### src/rtl/jtdd_gfx_romslot.sv
// Graphics ROM slot: serves layer fetches from a local tag/data store, fills misses over the SDRAM req/ack/dst/rdy handshake.
// Define JTDD_ROMSLOT_CACHE_EN for a two-entry store with a round-robin victim; otherwise a single entry.
module jtdd_gfx_romslot #(
    parameter int          AW     = 17,
    parameter int          DW     = 16,
    parameter logic [21:0] OFFSET = 22'h0
) (
    input  logic          clk,
    input  logic          rst,
    input  logic [AW-1:0] addr,
    input  logic          addr_ok,
    input  logic          clr,
    output logic [DW-1:0] dout,
    output logic          ok,
    output logic [21:0]   sdram_addr,
    output logic          sdram_req,
    input  logic          sdram_ack,
    input  logic          data_dst,
    input  logic          data_rdy,
    input  logic [DW-1:0] data_read
);

`ifdef JTDD_ROMSLOT_CACHE_EN
    localparam int NE = 2;
`else
    localparam int NE = 1;
`endif

    typedef enum logic [1:0] {
        IDLE      = 2'd0,
        WAIT_ACK  = 2'd1,
        WAIT_DATA = 2'd2
    } state_t;

    state_t        state_q, state_d;
    logic [NE-1:0] valid_q, valid_d;
    logic [AW-1:0] tag_q  [NE];
    logic [AW-1:0] tag_d  [NE];
    logic [DW-1:0] data_q [NE];
    logic [DW-1:0] data_d [NE];
    logic [AW-1:0] req_addr_q, req_addr_d;
    logic [21:0]   sdram_addr_q, sdram_addr_d;
    logic          sdram_req_q, sdram_req_d;

    logic          hit;
    logic [DW-1:0] hit_data;
    logic          fill;
    logic [NE-1:0] victim_sel;

`ifdef JTDD_ROMSLOT_CACHE_EN
    logic ptr_q, ptr_d;

    always_comb begin
        victim_sel = ptr_q ? 2'b10 : 2'b01;
        ptr_d      = fill ? ~ptr_q : ptr_q;
    end

    always_ff @(posedge clk or posedge rst) begin
        if (rst) ptr_q <= 1'b0;
        else     ptr_q <= ptr_d;
    end
`else
    assign victim_sel = '1;
`endif

    // Lowest matching entry wins; a fill only happens after a miss, so duplicates do not arise.
    always_comb begin
        hit      = 1'b0;
        hit_data = '0;
        for (int unsigned i = 0; i < NE; i++) begin
            if (!hit && valid_q[i] && tag_q[i] == addr) begin
                hit      = 1'b1;
                hit_data = data_q[i];
            end
        end
    end

    assign ok         = addr_ok && hit && !clr;
    assign dout       = hit_data;
    assign sdram_addr = sdram_addr_q;
    assign sdram_req  = sdram_req_q;

    always_comb begin
        state_d      = state_q;
        valid_d      = clr ? '0 : valid_q;
        tag_d        = tag_q;
        data_d       = data_q;
        req_addr_d   = req_addr_q;
        sdram_addr_d = sdram_addr_q;
        sdram_req_d  = sdram_req_q;
        fill         = 1'b0;

        case (state_q)
            IDLE: begin
                if (addr_ok && !hit && !clr) begin
                    req_addr_d   = addr;
                    sdram_addr_d = OFFSET + 22'(addr);
                    sdram_req_d  = 1'b1;
                    state_d      = WAIT_ACK;
                end
            end
            WAIT_ACK: begin
                // Data may arrive together with the ack; store it and skip WAIT_DATA.
                if (sdram_ack) begin
                    sdram_req_d = 1'b0;
                    if (data_dst && data_rdy) begin
                        fill    = 1'b1;
                        state_d = IDLE;
                    end else begin
                        state_d = WAIT_DATA;
                    end
                end
            end
            WAIT_DATA: begin
                if (data_dst && data_rdy) begin
                    fill    = 1'b1;
                    state_d = IDLE;
                end
            end
            default: state_d = IDLE;
        endcase

        // Applied after the clr default so a coinciding fill keeps its entry valid.
        if (fill) begin
            for (int unsigned i = 0; i < NE; i++) begin
                if (victim_sel[i]) begin
                    valid_d[i] = 1'b1;
                    tag_d[i]   = req_addr_q;
                    data_d[i]  = data_read;
                end
            end
        end
    end

    always_ff @(posedge clk or posedge rst) begin
        if (rst) begin
            state_q      <= IDLE;
            valid_q      <= '0;
            tag_q        <= '{default: '0};
            data_q       <= '{default: '0};
            req_addr_q   <= '0;
            sdram_addr_q <= '0;
            sdram_req_q  <= 1'b0;
        end else begin
            state_q      <= state_d;
            valid_q      <= valid_d;
            tag_q        <= tag_d;
            data_q       <= data_d;
            req_addr_q   <= req_addr_d;
            sdram_addr_q <= sdram_addr_d;
            sdram_req_q  <= sdram_req_d;
        end
    end

endmodule

### config.mk
export PLATFORM = sky130hd
export DESIGN_NAME = jtdd_gfx_romslot
export DESIGN_NICKNAME = d
export VERILOG_FILES = /design/src/rtl/jtdd_gfx_romslot.sv
export SDC_FILE = /design/constraint.sdc
export NUM_CORES = 1
export LEC_CHECK = 0
export CORE_AREA = 5 5 81 83
export DETAILED_ROUTE_END_ITERATION = 12
export DIE_AREA = 0 0 86 88
export HOLD_SLACK_MARGIN = 0.08
export PLACE_DENSITY = 0.84
export SLEW_MARGIN = 10
export SYNTH_ARGS = -nofsm -noshare
export SYNTH_HDL_FRONTEND = slang
export SYNTH_SLANG_ARGS = --single-unit
### constraint.sdc
create_clock -name clk -period 2.1 [get_ports clk]
set_clock_uncertainty 0.1 [all_clocks]
set_input_delay 0.42 -clock clk [delete_from_list [all_inputs] [get_ports clk]]
set_output_delay 0.42 -clock clk [all_outputs]
set_load 0.03 [all_outputs]
### Word-level counts from Yosys, hierarchy flattened

Index checks and enable logic that the tools add are counted.

| storage, ports and cells | value |
|---|---|
| memory bits (writable) | 0 |
| input bits | 40 |
| bits in registers | 54 |
| bits in latches | 0 |
| word-level logic and storage cells | 41 |
| bits in read-only memories | 0 |
| memories kept | 0 |

| operators by class | value |
|---|---|
| multipliers | 0 |
| div/mod/pow operators | 0 |
| multiplexer cells | 15 |
| reduce and logical (&&, ||, !) cells | 14 |
| order comparisons | 0 |
| shift operators | 0 |
| bitwise gates (word level) | 0 |
| add/subtract/negate cells | 0 |
| eq/ne operators | 6 |

Operator list:

| kind | number |
|---|---|
| 17-bit == test | 1 |
| 16-bit two-way mux | 1 |
| 2-bit two-way mux | 4 |
| 1-bit two-way mux | 7 |
| 1-bit logical AND | 6 |
| 2-bit inequality test (second input constant) | 3 |
| 2-bit case mux with 3 select lines | 1 |
| 3-bit AND reduction | 2 |
| 1-bit case mux with 2 select lines | 2 |
| 2-bit nonzero test | 2 |
| 2-bit by 1-bit == test with 1-bit output (second input constant) | 1 |
| 2-bit == test (second input constant) | 1 |
| 1-bit logical NOT | 2 |
| 2-bit logical NOT | 1 |
| 2-bit AND reduction | 1 |

### Longest topological paths before layout

| logic depth | value |
|---|---|
| depth in word-level cells | 8 |
| mapped depth | 7 |
| mapped depth without buffers | 6 |

### Worst setup path before layout

No wires, ideal clock.

| timing path | value |
|---|---|
| path kind | in2out |
| from | input addr[9] |
| to | output ok |
| required time | 1.580 ns |
| stages | 7 |
| path slack | -0.219 ns |
| arrival | 1.799 ns |
| cell sequence | xnor2_1 nand4_1 nor3_2 clkbuf_2 clkbuf_2 nand2_1 nor2_1 |

| on the way | value |
|---|---|
| longest elaborated chain between the ends | 5 |

Ends and longest elaborated chain:

| what | RTL line | RTL |
|---|---|---|
| start, declared | 10 | `input logic [AW-1:0] addr,` |
| 17-bit == test | 71 | `if (!hit && valid_q[i] && tag_q[i] == addr) begin` |
| 1-bit logical AND | 71 |  |
| 1-bit two-way mux | 71 |  |
| 1-bit logical AND (2 in a row) | 78 | `assign ok = addr_ok && hit && !clr;` |
| end, declared | 14 | `output logic ok,` |

Every way passes these cells.

### Final worst setup path

| timing path | value |
|---|---|
| from | input addr[4] |
| to | output dout[15] |

| on the way | value |
|---|---|
| longest elaborated chain between the ends | 3 |

Ends and longest elaborated chain:

| what | RTL line | RTL |
|---|---|---|
| 17-bit == test | 71 |  |
| 1-bit logical AND | 71 |  |
| 16-bit two-way mux | 71 |  |
| end, declared | 13 | `output logic [DW-1:0] dout,` |

Every way passes these cells.

==> qor_table.md <==
| Metric | Value | Unit |
| --- | --- | --- |
| Status | complete, but fails checks | - |
| Failing checks | setup timing | - |
| Vertical die dimension | 88 | um |
| Peak VDD IR | 0.809 | mV |
| Top achievable clock speed | 414 | MHz |
| Number of pins exceeding their max-slew limit in the final report | 0 | - |
| EDFF count, synth | 0 | - |
| Final design utilization | 0.679 | - |
| Maximum capacitance violations | 0 | - |
| CTS Hold Bufs | 0 | - |
| Power consumption | 4.68 | mW |
| Via count of the first global-routing pass | 1959 | - |
| Minimum clock period | 2.41 | ns |
| Post-synthesis sequential area ratio | 0.527 | - |
| Diodes inserted | 0 | - |
| Count of state elements after synthesis | 54 | - |
| # clock sinks | 54 | - |
| Vias after detailed routing | 1847 | - |
| Cells taking the most area after synthesis | sky130_fd_sc_hd__dfrtp_1 53%, sky130_fd_sc_hd__mux2_2 18%, sky130_fd_sc_hd__mux2_4 5.9%, sky130_fd_sc_hd__xnor2_1 5.5%, sky130_fd_sc_hd__and3_1 3.9% | - |
| Number of buffers added by the clock tree synthesis step | 5 | - |
| Cell area after placement | 3470 | um^2 |
| Req. time, crit path | 1.58 | ns |
| Cell count after synthesis | 192 | - |
| Fraction of registers with async set or reset after synthesis | 1.00 | - |
| Kind of critical path | in -> out | - |
| Maximum fanout count along the critical path | 11 | - |
| Sum of overflow across all layers after global routing | 0 | - |
| Number of antenna violations at the first check in global routing | 0 | - |
| Area inside the core boundary | 5780 | um^2 |
| Std cell rows | 28 | - |
| CTS Root Cell | sky130_fd_sc_hd__clkbuf_8 | - |
| Per-instance average area after synthesis | 13.4 | um^2 |
| Top cells by instance count after synthesis | 54 x sky130_fd_sc_hd__dfrtp_1, 40 x sky130_fd_sc_hd__mux2_2, 16 x sky130_fd_sc_hd__and3_1, 16 x sky130_fd_sc_hd__xnor2_1, 10 x sky130_fd_sc_hd__mux2_4 | - |
| Combined area of all synthesized cells | 2560 | um^2 |
| Largest net degree at the start of global routing | 31 | - |
| Largest stage delay, worst path | 0.26 | ns |
| Largest area contributor in the synthesized netlist | sky130_fd_sc_hd__dfrtp_1 | - |
| Final estimated routing congestion in global placement | 0.835 | - |
| Total GRT Usage | 0.166 | - |
| Setup repair after global routing missed its margin | yes | - |
| Slowest stage cell, crit path | sky130_fd_sc_hd__nor3_4 | - |
| Count of final setup violators | 34 | - |
| Synth warn | 0 | - |
| Area share of the leading cell type in the synthesized netlist | 0.527 | - |
| Crit path setup slack, layout | -0.313 | ns |
| Average detailed-routed wire length per instance | 16.7 | um |
| Area added between synthesis and finish | 53.0 | % |
| Most instantiated flip-flop cell in the synthesis netlist | sky130_fd_sc_hd__dfrtp_1 | - |
| Insertion delay to the later sink of the worst-skew pair | 0.31 | ns |
| Number of top-level pins | 80 | - |
| Depth of the worst register-to-register path | 10 | - |
| Overall die area | 7570 | um^2 |
| Total iterations of the first detailed-routing run | 4 | - |
| Startpoint Class | input port | - |
| Fraction of layout instances using a drive strength above 1 | 0.435 | - |
| Synth cell types | 33 | - |
| Number of I/O port buffers | 74 | - |
| Most frequent cell after synthesis | sky130_fd_sc_hd__dfrtp_1 | - |
| Wire length of the first global-routing pass | 9710 | um |
| Period utilization | 1.15 | - |
| Summed negative setup slack over all endpoints | -7.39 | ns |
| Initial core utilization | 0.444 | - |
| DRC violation count after routing | 0 | - |
| Final HPWL DP | 3980 | um |
| CP Cell Sequence | dlygate4sd2_1 -> xnor2_1 -> nand4_1 -> nor3_4 -> buf_4 -> buf_12 -> and3_4 -> buf_6 | - |
| Number of buffers on the longest clock path | 2 | - |
| Remaining number of nets flagged by the antenna check after routing | 0 | - |
| Clock-pin slew reported for the worst setup and hold paths after clock tree synthesis | 0.11 | ns |
| Leakage power of the design | 1.75 | nW |
| Chip width | 86 | um |
| Via-per-instance ratio | 5.13 | - |
| Final net count | 327 | - |
| PwrDens | 1190 | nW/um^2 |
| Final WL | 6000 | um |
| DRT iter0 DRCs | 64 | - |
| Non-Filler Cell Area, Final | 3920 | um^2 |
| Total number of H-tree levels | 2 | - |
| TritonCTS clock tree | done | - |
| Final hold violation count | 0 | - |
| Critical Path End Type | primary output | - |
| Worst min-delay path category | in -> async | - |
| Data arrival time of the critical path | 1.89 | ns |
## final timing paths
path,start,end,slack (ns)
worst min-delay path,rst,data_q[3],0.38
worst max-delay path,addr[4],dout[15],-0.31
worst max register to register,tag_q[12],req_addr_q[15],-0.18
worst min register to register,data_q[12],data_q[12],0.41
min in group clk,data_q[12],data_q[12],0.41
max in group asynchronous,rst,req_addr_q[15],1.21
## state kept, by name, summed over array words and instances (netlist names)
name	cells
state_q	2
tag_q	17
data_q	16
req_addr_q	17
sdram_req	1
valid_q	1
## what timing repair did
action                     CTS  global route
buffers inserted             7             4
pin swaps                   20             8
setup endpoints to repair   33            36
cloned                       4             0
resized for setup           54            11
## final cells by class
type | count | area (um^2)
inverters | 6 | 22.5
flip-flops and latches | 54 | 1350
clock inverters | 2 | 60.1
multi-input cells | 122 | 1280
repair buffers | 95 | 1030
well taps | 75 | 93.8
fillers | 435 | 1860
clock buffers | 6 | 82.6
## layer usage
metal,routed length [um],share of wire,GRT usage,up-vias
met3,344,0.057,0.0386,8
met5,0,0,0,-
met1,2620,0.44,0.211,922
li1,-,-,-,849
met2,2970,0.49,0.287,68
met4,77,0.013,0.0432,0
## report_power, final
part / internal, mW / total (mW) / switching [mW] / leakage [nW]
logic: 1.09 / 1.99 / 0.896 / 1.01
clock network: 0.508 / 0.840 / 0.332 / 0.0714
registers: 1.53 / 1.85 / 0.324 / 0.670
## worst max-delay path: cells and delay by family
kind / cells / cell delay, ns
XOR/XNOR: 1 / 0.17
buffers and inverters: 4 / 0.64
AND/OR/NAND/NOR: 3 / 0.64
## layout by cell type (no fill, tap or decap), drive strengths merged, types with 5 or more instances in the layout
| cell type | n |
|---|---|
| dfrtp | 54 |
| mux2 | 50 |
| clkdlybuf4s50 | 40 |
| buf | 38 |
| dlygate4sd2 | 17 |
| and3 | 16 |
| xnor2 | 16 |
| clkbuf | 6 |
| inv | 6 |
| nand4 | 5 |
| conb | 5 |
## per-stage QoR
stage,instances,setup WS (ns),hold WS (ns)
6_report,360,-0.313,0.376
5_1_grt,360,-0.426,0.398
4_1_cts,360,-0.325,0.386
3_5_place_dp,341,-0.432,0.388
3_3_place_gp,341,-0.411,0.382
2_1_floorplan,196,-0.000678,0.372
## kinds of logic after synthesis
group	share of synthesized area
adders and majority gates	0.0146
xor gates and xnor gates	0.0581
buffers and inverters	0.0429
muxes	0.234
and+or+nand+nor	0.0835
other	0.00146
AOI/OAI and AO/OA	0.0381
DFF	0.527
Note: power is estimated with default switching activity, not from simulation.
